[src/rtl/bias_add_0_pkg.sv]
// Shared definitions for the layer-0 bias adder: default layer sizes, FSM encoding and the
// saturation classifier used on the widened sum.
package bias_add_0_pkg;

  localparam int unsigned kern_s_k_0  = 16;
  localparam int unsigned coeff_width = 16;

  typedef enum logic {
    StLoad = 1'b0,
    StRun  = 1'b1
  } state_e;

  typedef enum logic [1:0] {
    SatNone = 2'd0,
    SatPos  = 2'd1,
    SatNeg  = 2'd2
  } sat_e;

  // Top two bits of an ACC_W+1 sum disagree only when the true result overflows ACC_W.
  function automatic sat_e sat_class(input logic sign_ext, input logic sign);
    if (sign_ext == sign) return SatNone;
    return sign_ext ? SatNeg : SatPos;
  endfunction

endpackage

[src/rtl/bias_add_0_regfile.sv]
// Per-channel bias storage: one synchronous write port, one asynchronous read port.
module bias_add_0_regfile #(
  parameter int unsigned Depth = 16,
  parameter int unsigned Width = 16,
  parameter int unsigned AddrW = 4
) (
  input  logic             i_clk,
  input  logic             i_we,
  input  logic [AddrW-1:0] i_waddr,
  input  logic [Width-1:0] i_wdata,
  input  logic [AddrW-1:0] i_raddr,
  output logic [Width-1:0] o_rdata
);

  logic [Width-1:0] r_mem [Depth];

  always_ff @(posedge i_clk) begin
    if (i_we) r_mem[i_waddr] <= i_wdata;
  end

  assign o_rdata = r_mem[i_raddr];

endmodule

[src/rtl/bias_add_0.sv]
// Layer-0 bias adder: loads KERN biases per frame, then adds the channel bias to each
// accumulator word and emits a saturated result through a single output register.
module bias_add_0
  import bias_add_0_pkg::*;
#(
  parameter int unsigned KERN    = kern_s_k_0,
  parameter int unsigned COEFF_W = coeff_width,
  parameter int unsigned ACC_W   = 32,
  parameter int unsigned NPIX    = 1024
) (
  input  logic               ap_clk,
  input  logic               ap_rst,
  input  logic [COEFF_W-1:0] bias_V_dout,
  input  logic               bias_V_empty_n,
  output logic               bias_V_read,
  input  logic [ACC_W-1:0]   acc_V_dout,
  input  logic               acc_V_empty_n,
  output logic               acc_V_read,
  output logic [ACC_W-1:0]   out_V_din,
  input  logic               out_V_full_n,
  output logic               out_V_write
);

  localparam int unsigned ChW  = (KERN > 1) ? $clog2(KERN) : 1;
  localparam int unsigned PixW = (NPIX > 1) ? $clog2(NPIX) : 1;

  state_e            r_state;
  logic [ChW-1:0]    r_ld_cnt;
  logic [ChW-1:0]    r_ch_cnt;
  logic [PixW-1:0]   r_pix_cnt;
  logic              r_out_valid;
  logic [ACC_W-1:0]  r_out_reg;

  logic              w_take;
  logic [COEFF_W-1:0] w_bias;
  logic [ACC_W:0]    w_sum;
  logic [ACC_W-1:0]  w_sat;

  // Strobes are suppressed during reset so no word is popped in the reset cycle.
  assign bias_V_read = !ap_rst && (r_state == StLoad) && bias_V_empty_n;
  assign w_take      = !ap_rst && (r_state == StRun) && acc_V_empty_n &&
                       (!r_out_valid || out_V_full_n);
  assign acc_V_read  = w_take;

  assign out_V_write = r_out_valid;
  assign out_V_din   = r_out_reg;

  bias_add_0_regfile #(
    .Depth (KERN),
    .Width (COEFF_W),
    .AddrW (ChW)
  ) u_regfile (
    .i_clk   (ap_clk),
    .i_we    (bias_V_read),
    .i_waddr (r_ld_cnt),
    .i_wdata (bias_V_dout),
    .i_raddr (r_ch_cnt),
    .o_rdata (w_bias)
  );

  assign w_sum = {acc_V_dout[ACC_W-1], acc_V_dout} +
                 {{(ACC_W + 1 - COEFF_W){w_bias[COEFF_W-1]}}, w_bias};

  always_comb begin
    w_sat = w_sum[ACC_W-1:0];
    case (sat_class(w_sum[ACC_W], w_sum[ACC_W-1]))
      SatPos:  w_sat = {1'b0, {(ACC_W - 1){1'b1}}};
      SatNeg:  w_sat = {1'b1, {(ACC_W - 1){1'b0}}};
      default: w_sat = w_sum[ACC_W-1:0];
    endcase
  end

  always_ff @(posedge ap_clk) begin
    if (ap_rst) begin
      r_state     <= StLoad;
      r_ld_cnt    <= '0;
      r_ch_cnt    <= '0;
      r_pix_cnt   <= '0;
      r_out_valid <= 1'b0;
      r_out_reg   <= '0;
    end else begin
      if (w_take) begin
        r_out_reg   <= w_sat;
        r_out_valid <= 1'b1;
      end else if (r_out_valid && out_V_full_n) begin
        r_out_valid <= 1'b0;
      end

      case (r_state)
        StLoad: begin
          if (bias_V_read) begin
            if (r_ld_cnt == ChW'(KERN - 1)) begin
              r_ld_cnt <= '0;
              r_state  <= StRun;
            end else begin
              r_ld_cnt <= r_ld_cnt + 1'b1;
            end
          end
        end
        StRun: begin
          if (w_take) begin
            if (r_ch_cnt == ChW'(KERN - 1)) begin
              r_ch_cnt <= '0;
              if (r_pix_cnt == PixW'(NPIX - 1)) begin
                r_pix_cnt <= '0;
                r_state   <= StLoad;
              end else begin
                r_pix_cnt <= r_pix_cnt + 1'b1;
              end
            end else begin
              r_ch_cnt <= r_ch_cnt + 1'b1;
            end
          end
        end
        default: r_state <= StLoad;
      endcase
    end
  end

endmodule

[config.mk]
export PLATFORM = sky130hd
export DESIGN_NAME = bias_add_0
export DESIGN_NICKNAME = d
export VERILOG_FILES = /design/src/rtl/bias_add_0_pkg.sv /design/src/rtl/bias_add_0_regfile.sv /design/src/rtl/bias_add_0.sv
export SDC_FILE = /design/constraint.sdc
export NUM_CORES = 1
export LEC_CHECK = 0
export ABC_AREA = 1
export BUFFER_PORTS_ARGS = -buffer_cell sky130_fd_sc_hd__buf_2
export CAP_MARGIN = 20
export CORE_MARGIN = 5
export CORE_UTILIZATION = 55
export CTS_CLUSTER_DIAMETER = 60
export DETAILED_ROUTE_END_ITERATION = 10
export GPL_TIMING_DRIVEN = 1
export PLACE_DENSITY_LB_ADDON = 0.2
export SYNTH_ARGS = -nofsm -noshare
export SYNTH_HDL_FRONTEND = slang
export SYNTH_SLANG_ARGS = --single-unit
[constraint.sdc]
create_clock -name ap_clk -period 8.07 [get_ports ap_clk]
set_input_delay 1.614 -clock ap_clk [delete_from_list [all_inputs] [get_ports ap_clk]]
set_output_delay 1.614 -clock ap_clk [all_outputs]
set_load 0.01 [all_outputs]
==> results.md, run 1 <==
* Status: finished clean
* Crit Path Class: flop to flop
* Yosys reg bits at 312
* Pwr Density at 204 nW/um^2
* Switching pwr at 0.000800 W
* CTS Hold Buffers Added at 0
* Setup-failing EPs final at 0
* Largest net degree at the start of global routing at 78
* Worst-path clk slew at 0.06 ns
* Data required, critical path at 8.41 ns
* Register area share after synthesis at 0.587
* Fillers at 2238
* Crit path max fanout at 77
* Reg2reg path depth at 23
* Drt pass-1 iters at 5
* Total grt overflow at 0
* Starting density of the core at 0.558
* Final Hold Fails at 0
* Post-synth EDFFs at 256
* First-pass GRT wire length at 55.7 mm
* Initial antenna violation count at 2
* Top cells by count, synth: edfxtp_1, nand2_1, inv_1, a21oi_1, o21ai_0
* Chip width at 175 um
* Max Clk Rate at 183 MHz
* Share of cells above drive strength 1 at 0.151
* Max Slew Vio Count at 0
* Distinct cells, synth at 39
* Std cell rows at 60
* Slew @ Worst Pin at 0.964 ns
* Crit start category: flop
* Fin Setup TNS at 0 ns
* Syn nets at 1566
* Maximum VDD drop at 0.000200 V
* Post-DP HPWL at 23.1 mm
* DRC errors left at 0
* Logic pwr share at 0.084
* Net Sw Frac at 0.233
* Routed Antenna Nets at 0
* RSZ-0062 raised after global routing: false
* H-tree levels at 2
* Syn. warnings at 0
* Clk_lat worst skew at 0.52 ns
* Area leader, netlist: edfxtp_1
* FF-to-FF End: out_V_din[2]$_SDFFE_PP0P_
* GRT Util Overall at 0.232
* CORE AREA at 26900 um^2
* Layout Nets at 1657
* Longest Clk Path Bufs at 3
* Clock tree root buffer cell: clkbuf_16
* Sink Count at 312
* CTS Buf Count at 34
* Internal power at 0.00263 W
* Vias in the first global route at 10200
* Tcrit/Tclk final at 0.678
* Io pins at 88
* Post-synthesis cell area at 15000 um^2
* Critical Path Sink: out_V_din[2]$_SDFFE_PP0P_
* Synth area leaders: edfxtp_1, dfxtp_1, nand2_1
* Antenna Cells at 0
* Critical Path AT at 5.81 ns
* Count leader, synth: edfxtp_1
* Post-cts repair resize count at 0
* Relative slew slack at 0.357
* TritonCTS clock tree: built
* Clock Skew at 0.0245 ns
* Async set or reset register ratio after synthesis at 0
* Worst R2R Setup Slack at 2.60 ns
* Die area at 30700 um^2
* Postcts setup bufs at 0
* Hold WS at 0.487 ns
* Vias post-DR at 10700
* DR iter-0 viols at 852
* Wire per inst at 18.6 um
* Worst min path class: flop to flop
* Crit path time final at 5.47 ns
* Worst hold path stage count at 2
* Flop pwr share at 0.511
* Maxcap violations at 0
* Clock power frac at 0.405
* Final WL at 35.8 mm
* Prevailing post-synth register cell: edfxtp_1
* Die height at 175 um
* Layout area overhead at 11.9%
* Vias per Instance at 5.56
* Top-area cell type share of the netlist area at 0.513
* # port buffers at 87
* Leak pwr at 6.62 nW
* Mean Syn Cell Area at 10.2 um^2
* GP Congestion at 0.922
* Crit end category: flop
* Syn Inst Count at 1473
* Utilization after layout at 0.624
-- layout make-up --
class / count / area [um^2] / area share
clock inverters: 15 / 104 / 0.00619
well taps: 341 / 427 / 0.0254
inverters: 205 / 769 / 0.0459
flip-flops and latches: 312 / 8810 / 0.525
clock buffers: 45 / 895 / 0.0533
repair buffers: 113 / 631 / 0.0376
multi-input cells: 898 / 5130 / 0.306
-- worst max-delay path, cell delays in order, from the launching register on --
cell and delay [ns]:
dfxtp_4 0.92, buf_4 0.75, a21oi_1 0.16, o21ai_0 0.13, o211ai_1 0.11, nand3_1 0.14
nand2_1 0.16, ha_1 0.41, nand2_1 0.12, nor2_1 0.15, nand2_1 0.08, nand2_1 0.13
nand2_1 0.08, nand2_2 0.08, nand2_1 0.07, nand2_1 0.06, nand2_1 0.05, and2_1 0.14
ha_1 0.29, inv_1 0.21, nand2_1 0.12, nand2_1 0.08, inv_1 0.68, a21oi_1 0.14
-- metal layers --
metal / share of wire / vias up / global-route usage
met2: 0.48 / 327 / 0.387
li1: - / 5263 / -
met1: 0.44 / 5063 / 0.318
met4: 0.023 / 4 / 0.0655
met5: 0.00075 / - / 0
met3: 0.063 / 63 / 0.0335
-- layout by cell type (no fill, tap or decap), drive strengths merged --
cell type / count
clkbuf: 45
nor2: 86
or2: 5
nor3: 9
and2: 3
inv: 205
nand4: 8
o211ai: 64
dfxtp: 56
xnor2: 1
nand3b: 5
nand2: 268
a211oi: 2
a21oi: 166
ha: 39
fa: 1
a31oi: 1
o21ai: 101
mux2i: 64
edfxtp: 256
clkinv: 15
xor2: 2
buf: 113
o21bai: 4
nand3: 69
-- stage by stage --
step                      setup WS, ns  cell area, um^2  std cells  power [W]
after detailed placement          2.59            15800       1869    0.00207
after floorplan                   3.80            15000       1473    0.00197
after CTS                         2.60            16800       1929    0.00346
after global routing              2.01            16800       1929    0.00356
after global placement            2.67            15800       1869    0.00206
final                             2.60            16800       1929    0.00343
-- registers in the layout, indices dropped and copies added, names as in the netlist, named ones only --
signal	cells
u_regfile.r_mem	256
out_V_din	32
r_pix_cnt	10
r_ch_cnt	4
r_ld_cnt	4
out_V_write	1
r_state	1
-- cells by family (layout without fill, tap and decap cells) --
family | Yosys count | count (layout) | share of synthesized area
xor gates and xnor gates | 3 | 3 | 0.00175
and+or+nand+nor | 453 | 453 | 0.135
muxes | 64 | 64 | 0.0427
buffers and inverters | 263 | 378 | 0.0728
adders and majority gates | 40 | 40 | 0.0339
DFF | 312 | 312 | 0.587
AOI/OAI and AO/OA | 338 | 338 | 0.126
-- how the worst min path moves through the flow --
stage                              start                   endpoint  slack [ns]
2_1_floorplan  r_pix_cnt[7]$_SDFFE_PP0P_  r_pix_cnt[7]$_SDFFE_PP0P_        0.46
3_3_place_gp   r_pix_cnt[7]$_SDFFE_PP0P_  r_pix_cnt[7]$_SDFFE_PP0P_        0.48
3_5_place_dp   r_pix_cnt[7]$_SDFFE_PP0P_  r_pix_cnt[7]$_SDFFE_PP0P_        0.48
4_1_cts        r_pix_cnt[7]$_SDFFE_PP0P_  r_pix_cnt[7]$_SDFFE_PP0P_        0.49
5_1_grt        r_pix_cnt[7]$_SDFFE_PP0P_  r_pix_cnt[7]$_SDFFE_PP0P_        0.51
6_report       r_pix_cnt[7]$_SDFFE_PP0P_  r_pix_cnt[7]$_SDFFE_PP0P_        0.49
-- power groups by stage --
stage                     combinational (W)  clock, W  sequential (W)
after floorplan                    0.000185         0         0.00179
after global placement             0.000280         0         0.00178
after detailed placement           0.000283         0         0.00178
after CTS                          0.000284   0.00142         0.00175
after global routing               0.000321   0.00149         0.00175
final                              0.000287   0.00139         0.00175
Note: power is estimated with default switching activity, not from simulation.
==> run 2: changes to the inputs <==
--- a/config.mk
+++ b/config.mk
@@ -5,7 +5,7 @@
 export SDC_FILE = /design/constraint.sdc
 export NUM_CORES = 1
 export LEC_CHECK = 0
-export ABC_AREA = 1
+export ABC_AREA = 0
 export BUFFER_PORTS_ARGS = -buffer_cell sky130_fd_sc_hd__buf_2
 export CAP_MARGIN = 20
 export CORE_MARGIN = 5
==> constraint.sdc (replaced) <==
create_clock -name ap_clk -period 4.5 [get_ports ap_clk]
set_input_delay 0.9 -clock ap_clk [delete_from_list [all_inputs] [get_ports ap_clk]]
set_output_delay 0.9 -clock ap_clk [all_outputs]
set_load 0.01 [all_outputs]
==> run 2 against run 1 <==
Effect of this change: the flow now finishes with violations (negative setup slack); area after synthesis shrank 9.7%; design area rose by 2.2%; core utilization grew 8.3 points; sequential cell count unchanged; global-route usage increased by 0.32 points; worst hold slack gained 0.014 ns; clock power up 83%; clock skew shrank 0.0070 ns; sequential share of layout area fell by 1.1 points; first-iteration DRC count is 19% lower; clock-buffer cell count down 8; critical path type unchanged; critical endpoint is now out_V_din[29]$_SDFFE_PP0P_; highest routed layer is now met4.
==> results.md, run 2 <==
* Largest net degree at the start of global routing at 30
* Distinct cells, synth at 62
* Final Hold Fails at 0
* H-tree levels at 1
* DR iter-0 viols at 690
* Post-synth EDFFs at 256
* Layout area overhead at 26.6%
* Most flops, register: u_regfile.r_mem
* Starting density of the core at 0.558
* Largest family of logic cells by synthesized area: multiplexers
* Total grt overflow at 0
* CTS Hold Buffers Added at 0
* Commonest non-fill, non-tap cells in the layout: edfxtp_1, buf_4, buf_2, mux4_2, dfxtp_1
* Relative slew slack at 0.452
* Crit end category: flop
* Crit path max fanout at 7
* Tcrit/Tclk final at 1.03
* Largest register FFs at 256
* Compound-cell area share of the yosys netlist at 0.0752
* # port buffers at 87
* Status: finished with violations
* Worst R2R Setup Slack at -0.14 ns
* Layout Nets at 1179
* Vias in the first global route at 8517
* Commonest non-fill, non-tap cell in the layout: edfxtp_1
* Clock tree root buffer cell: clkbuf_16
* Hold wc startpoint: out_V_din[20]$_SDFFE_PP0P_
* Fillers at 1561
* Io pins at 88
* Top cells by count, synth: edfxtp_1, mux4_2, nor2_1, dfxtp_1, a21oi_1
* Data required, critical path at 4.96 ns
* Vias per Instance at 5.95
* Max Clk Rate at 216 MHz
* Crit start category: flop
* Die area at 27800 um^2
* Slew @ Worst Pin at 0.818 ns
* CORE AREA at 24200 um^2
* Routed Antenna Nets at 0
* Area leader, netlist: edfxtp_1
* Top-area cell type share of the netlist area at 0.568
* Maxcap violations at 0
* GP Congestion at 0.867
* FF-to-FF End: out_V_din[29]$_SDFFE_PP0P_
* Longest Clk Path Bufs at 3
* Utilization after layout at 0.707
* Yosys reg bits at 312
* Mux contribution to synthesized area at 0.135
* Critical Path AT at 5.10 ns
* Clk_lat worst skew at 0.57 ns
* Syn. warnings at 0
* Register area share after synthesis at 0.651
* Clock Skew at 0.0175 ns
* Hold WS at 0.500 ns
* Worst-path clk slew at 0.07 ns
* Crit Path Class: flop to flop
* Power Total at 0.00638 W
* Async set or reset register ratio after synthesis at 0
* Share of cells above drive strength 1 at 0.417
* WHS Endpoint: out_V_din[20]$_SDFFE_PP0P_
* Leak pwr at 6.09 nW
* Maximum VDD drop at 0.000374 V
* Placed Area at 15400 um^2
* Syn nets at 950
* Initial antenna violation count at 0
* TritonCTS clock tree: built
* CTS Buf Count at 31
* Crit path time final at 4.64 ns
* Std cell rows at 57
* Post-synthesis cell area at 13500 um^2
* Simple-gate share of the synthesized area at 0.0617
* Chip width at 167 um
* Reg2reg path depth at 19
* Wire per inst at 23.5 um
* Vias post-DR at 8545
* RSZ-0062 raised after global routing: true
* GRT Util Overall at 0.235
* Sink Count at 312
* First-pass GRT wire length at 50.3 mm
* Setup-failing EPs final at 30
* Max Slew Vio Count at 0
* Synth area leaders: edfxtp_1, mux4_2, dfxtp_1
* Syn Inst Count at 857
* Final WL at 33.7 mm
* PnR worst setup slack at -0.140 ns
* Synth Area in Adders at 0.0375
* Failing checks: negative setup slack
* Prevailing post-synth register cell: edfxtp_1
* Post-DP HPWL at 20.0 mm
* Synth Area in XOR/XNOR at 0.0226
* Worst hold path stage count at 2
* Die height at 167 um
* Mean Syn Cell Area at 15.8 um^2
* Count leader, synth: edfxtp_1
* DRC errors left at 0
* Post-route cell area at 17100 um^2
* Pwr Density at 372 nW/um^2
* Worst min path class: flop to flop
* Drt pass-1 iters at 5
[run 2: cell types whose count changed after synthesis, sizes merged, moves of 18 or more]
cell    before  now
a21o         0   18
a21oi      166   58
inv        202   11
mux2i       64    2
mux4         0   80
nand2      268   42
nand3       69    6
nor2        86   67
o211ai      64    2
o21ai      101   39
[run 2: final cells by class]
| type | instances | area [um^2] | share of cell area |
|---|---|---|---|
| sequential | 312 | 8810 | 0.514 |
| multi-input combinational | 491 | 4990 | 0.291 |
| timing repair buffer | 239 | 1890 | 0.110 |
| clock buffer | 37 | 798 | 0.0466 |
| tap | 324 | 405 | 0.0236 |
| clock inverter | 21 | 205 | 0.0120 |
| inverter | 11 | 41.3 | 0.00241 |
| antenna | 1 | 2.50 | 0.000146 |
[run 2: kinds of logic after synthesis]
logic type | Yosys count
flops | 312
simple gates | 177
compound gates | 157
mux | 82
buf+inv | 54
fa+ha+maj | 40
xor+xnor | 35
[run 2: how the worst max path moves through the flow]
stage	startpoint	to	slack [ns]	depth (start not counted)
after floorplan	flop	out_V_din[4]$_SDFFE_PP0P_	0.01	19
after CTS	flop	out_V_din[19]$_SDFFE_PP0P_	-0.07	19
after global placement	flop	out_V_din[22]$_SDFFE_PP0P_	-0.16	17
after global routing	flop	out_V_din[19]$_SDFFE_PP0P_	-0.29	20
final	flop	out_V_din[29]$_SDFFE_PP0P_	-0.14	19
after detailed placement	flop	out_V_din[22]$_SDFFE_PP0P_	-0.23	17
[run 2: per-stage QoR]
step	setup WS [ns]	TNS, ns	cells
3_3_place_gp	-0.163	-2.63	1347
5_1_grt	-0.285	-6.97	1435
2_1_floorplan	0.0125	0	857
3_5_place_dp	-0.234	-4.02	1347
6_report	-0.140	-2.34	1436
4_1_cts	-0.0655	-0.407	1424
[run 2: repair_timing]
action,4_1_cts,5_1_grt
pin swaps,13,26
gates resized for setup,42,52
gates cloned,1,1
buffers inserted,18,10
endpoints found under the setup margin,31,31
[run 2: power by group]
group	leakage [nW]	internal, W	switching (W)
logic	2.85	0.000330	0.000367
clock network	0.480	0.00145	0.00109
registers	2.76	0.00313	0.00000629
total	6.09	0.00491	0.00147
[run 2: metal layers]
layer / global-route usage / vias up / wire length, um
met5: 0 / - / 0
met3: 0.0348 / 88 / 2460
met1: 0.307 / 4265 / 12800
met4: 0.0662 / 0 / 1150
li1: - / 3843 / -
met2: 0.413 / 349 / 17300
[run 2: critical path: stages, from the launching register on]
cell	delay, ns
dfxtp_4	0.42
buf_12	0.16
buf_12	0.11
buf_12	0.12
mux4_2	0.52
mux4_2	0.53
ha_2	0.21
a21o_1	0.20
a31o_1	0.24
a21oi_2	0.16
nand2_2	0.11
a21oi_4	0.19
o21ai_4	0.08
a2111oi_4	0.39
nor2_2	0.10
ha_4	0.32
nand2b_4	0.17
buf_6	0.13
nand2_8	0.07
o221a_2	0.27
==> run 3: changes to the inputs <==
--- a/config.mk
+++ b/config.mk
@@ -14,6 +14,8 @@
 export DETAILED_ROUTE_END_ITERATION = 10
 export GPL_TIMING_DRIVEN = 1
 export PLACE_DENSITY_LB_ADDON = 0.2
+export SKIP_LAST_GASP = 1
+export SLEW_MARGIN = 20
 export SYNTH_ARGS = -nofsm -noshare
 export SYNTH_HDL_FRONTEND = slang
 export SYNTH_SLANG_ARGS = --single-unit
==> constraint.sdc (replaced) <==
create_clock -name ap_clk -period 4.5 [get_ports ap_clk]
set_input_delay 0.9 -clock ap_clk [delete_from_list [all_inputs] [get_ports ap_clk]]
set_output_delay 0.9 -clock ap_clk [all_outputs]
set_load 0.005 [all_outputs]
==> run 3 against run 2 <==
Effect of this change: the run still ends with negative setup slack left; worst hold slack got worse by 0.0098 ns; via count shrank 0.49%; non-clock buffer count stayed put; setup slack got worse by 0.019 ns; wire length up 0.13%; global-route usage about the same; clock-buffer cell count did not move; fmax down 0.41%; register-to-register slack worse by 0.02 ns; first-iteration DRC count rose by 7.2%.
==> results.md, run 3 (synthesis results as in run 2) <==
* Clock tree root buffer cell: clkbuf_16
* Clk_lat worst skew at 0.57 ns
* Post-DP HPWL at 20.0 mm
* Total grt overflow at 0
* Highest-delay cell along the critical path: mux4_2
* Maximum VDD drop at 0.000374 V
* Tcrit/Tclk final at 1.04
* Utilization after layout at 0.705
* Routed Antenna Nets at 0
* Antenna Cells at 0
* Layout Nets at 1179
* CORE AREA at 24200 um^2
* Wire length on met3 at 2.39 mm
* Cell chain of the critical path: buf_12 > buf_12 > buf_12 > mux4_2 > mux4_2 > ha_2 > a21o_1 > a31o_1 > a21oi_2 > nand2_2 > a21oi_4 > o21ai_4 > a2111oi_4 > nor2_2 > ha_4 > buf_6 > nor2b_4 > nor3_4 > nor2_2 > o221a_2
* Failing checks: negative setup slack
* Crit path max fanout at 7
* Layout area overhead at 26.4%
* H-tree levels at 1
* DR iter-0 viols at 740
* GP Congestion at 0.867
* Largest net degree at the start of global routing at 30
* Largest register FFs at 256
* Max Clk Rate at 215 MHz
* Sink Count at 312
* Die height at 167 um
* Vias per Instance at 5.93
* Wire per inst at 23.5 um
* Critical path's most frequent cell: buf_12
* Clock Skew at 0.0171 ns
* Status: finished with violations
* Max stage delay on crit path at 0.53 ns
* Final Hold Fails at 0
* Crit start category: flop
* Vias post-DR at 8503
* Worst-path clk slew at 0.06 ns
* Chip width at 167 um
* CTS Buf Count at 31
* Longest Clk Path Bufs at 3
* Slew @ Worst Pin at 0.799 ns
* PnR worst setup slack at -0.159 ns
* Drt pass-1 iters at 5
* Crit path time final at 4.66 ns
* RSZ-0062 raised after global routing: true
* Non-filler cells, final at 1435
* # port buffers at 87
* Io pins at 88
* Crit end category: flop
* TritonCTS clock tree: built
* Data required, critical path at 4.96 ns
* Worst min path class: flop to flop
* Commonest non-fill, non-tap cells in the layout: edfxtp_1, buf_4, buf_2, mux4_2, dfxtp_1
* GRT Util Overall at 0.235
* Vias in the first global route at 8519
* Final WL at 33.8 mm
* Crit-path leading delay family: compound AO/OA/AOI/OAI gates
* Max Slew Vio Count at 0
* First-pass GRT wire length at 50.3 mm
* DRC errors left at 0
* Crit Path Class: flop to flop
* Bufs and invs on worst path at 4
* Setup-failing EPs final at 31
* Std cell rows at 57
* Die area at 27800 um^2
* DR top layer: met4
* Met2 WL post-DR at 17.5 mm
* Most flops, register: u_regfile.r_mem
* Routed metal-1 wirelength at 12.8 mm
* Share of cells above drive strength 1 at 0.415
* Pwr Density at 372 nW/um^2
* Leak pwr at 6.08 nW
* Maxcap violations at 0
* Critical Path AT at 5.12 ns
* Commonest non-fill, non-tap cell in the layout: edfxtp_1
* Starting density of the core at 0.558
* Placed cells at 1347
* Relative slew slack at 0.465
* CTS Hold Buffers Added at 0
* Initial antenna violation count at 0
-- run 3: stage by stage --
stage | setup TNS, ns | total power [W] | area [um^2] | setup slack, ns | hold slack, ns
detailed placement | -4.02 | 0.00372 | 15400 | -0.234 | 0.480
floorplan | 0 | 0.00349 | 13700 | 0.0125 | 0.456
finish | -2.80 | 0.00636 | 17100 | -0.159 | 0.490
global placement | -2.63 | 0.00372 | 15400 | -0.163 | 0.471
CTS | -0.583 | 0.00629 | 16800 | -0.0707 | 0.492
global route | -6.90 | 0.00658 | 17100 | -0.290 | 0.504
-- run 3: path summary, 6_finish.rpt --
kind / slack [ns] / start / endpoint / cells after the start
worst max-delay path: -0.16 / flop / out_V_din[19]$_SDFFE_PP0P_ / 20
worst min-delay path: 0.49 / out_V_din[4]$_SDFFE_PP0P_ / out_V_din[4]$_SDFFE_PP0P_ / 2
worst max register to register: -0.16 / flop / out_V_din[19]$_SDFFE_PP0P_ / 20
worst min register to register: 0.49 / out_V_din[4]$_SDFFE_PP0P_ / out_V_din[4]$_SDFFE_PP0P_ / 2
-- run 3: final cells by class --
class                      count  area, um^2
inverter                      11        41.3
sequential                   312        8810
clock inverter                21         205
fill                        1568        7150
multi-input combinational    491        4960
tap                          324         405
timing repair buffer         239        1880
clock buffer                  37         798
-- run 3: metal layers --
metal	vias up	GRT usage
met2	332	0.413
met3	83	0.0348
li1	3837	-
met1	4251	0.307
met4	0	0.0662
met5	-	0
-- run 3: report_power, final --
part / leakage (nW) / switching, W / internal (W) / total, W
sequential: 2.76 / 0.00000628 / 0.00313 / 0.00314
clock: 0.480 / 0.00109 / 0.00145 / 0.00254
combinational: 2.84 / 0.000362 / 0.000324 / 0.000686
-- run 3: timing repair --
| item | in CTS | in global routing |
|---|---|---|
| cloned | 1 | 1 |
| gates resized for setup | 40 | 49 |
| endpoints found under the setup margin | 31 | 31 |
| pin swaps | 12 | 24 |
| buffers inserted | 18 | 10 |
-- run 3: tightest hold or removal path, delay by kind of cell, from the launching register on --
family / cells / cell delay, ns
flops: 1 / 0.31
simple gates: 2 / 0.14
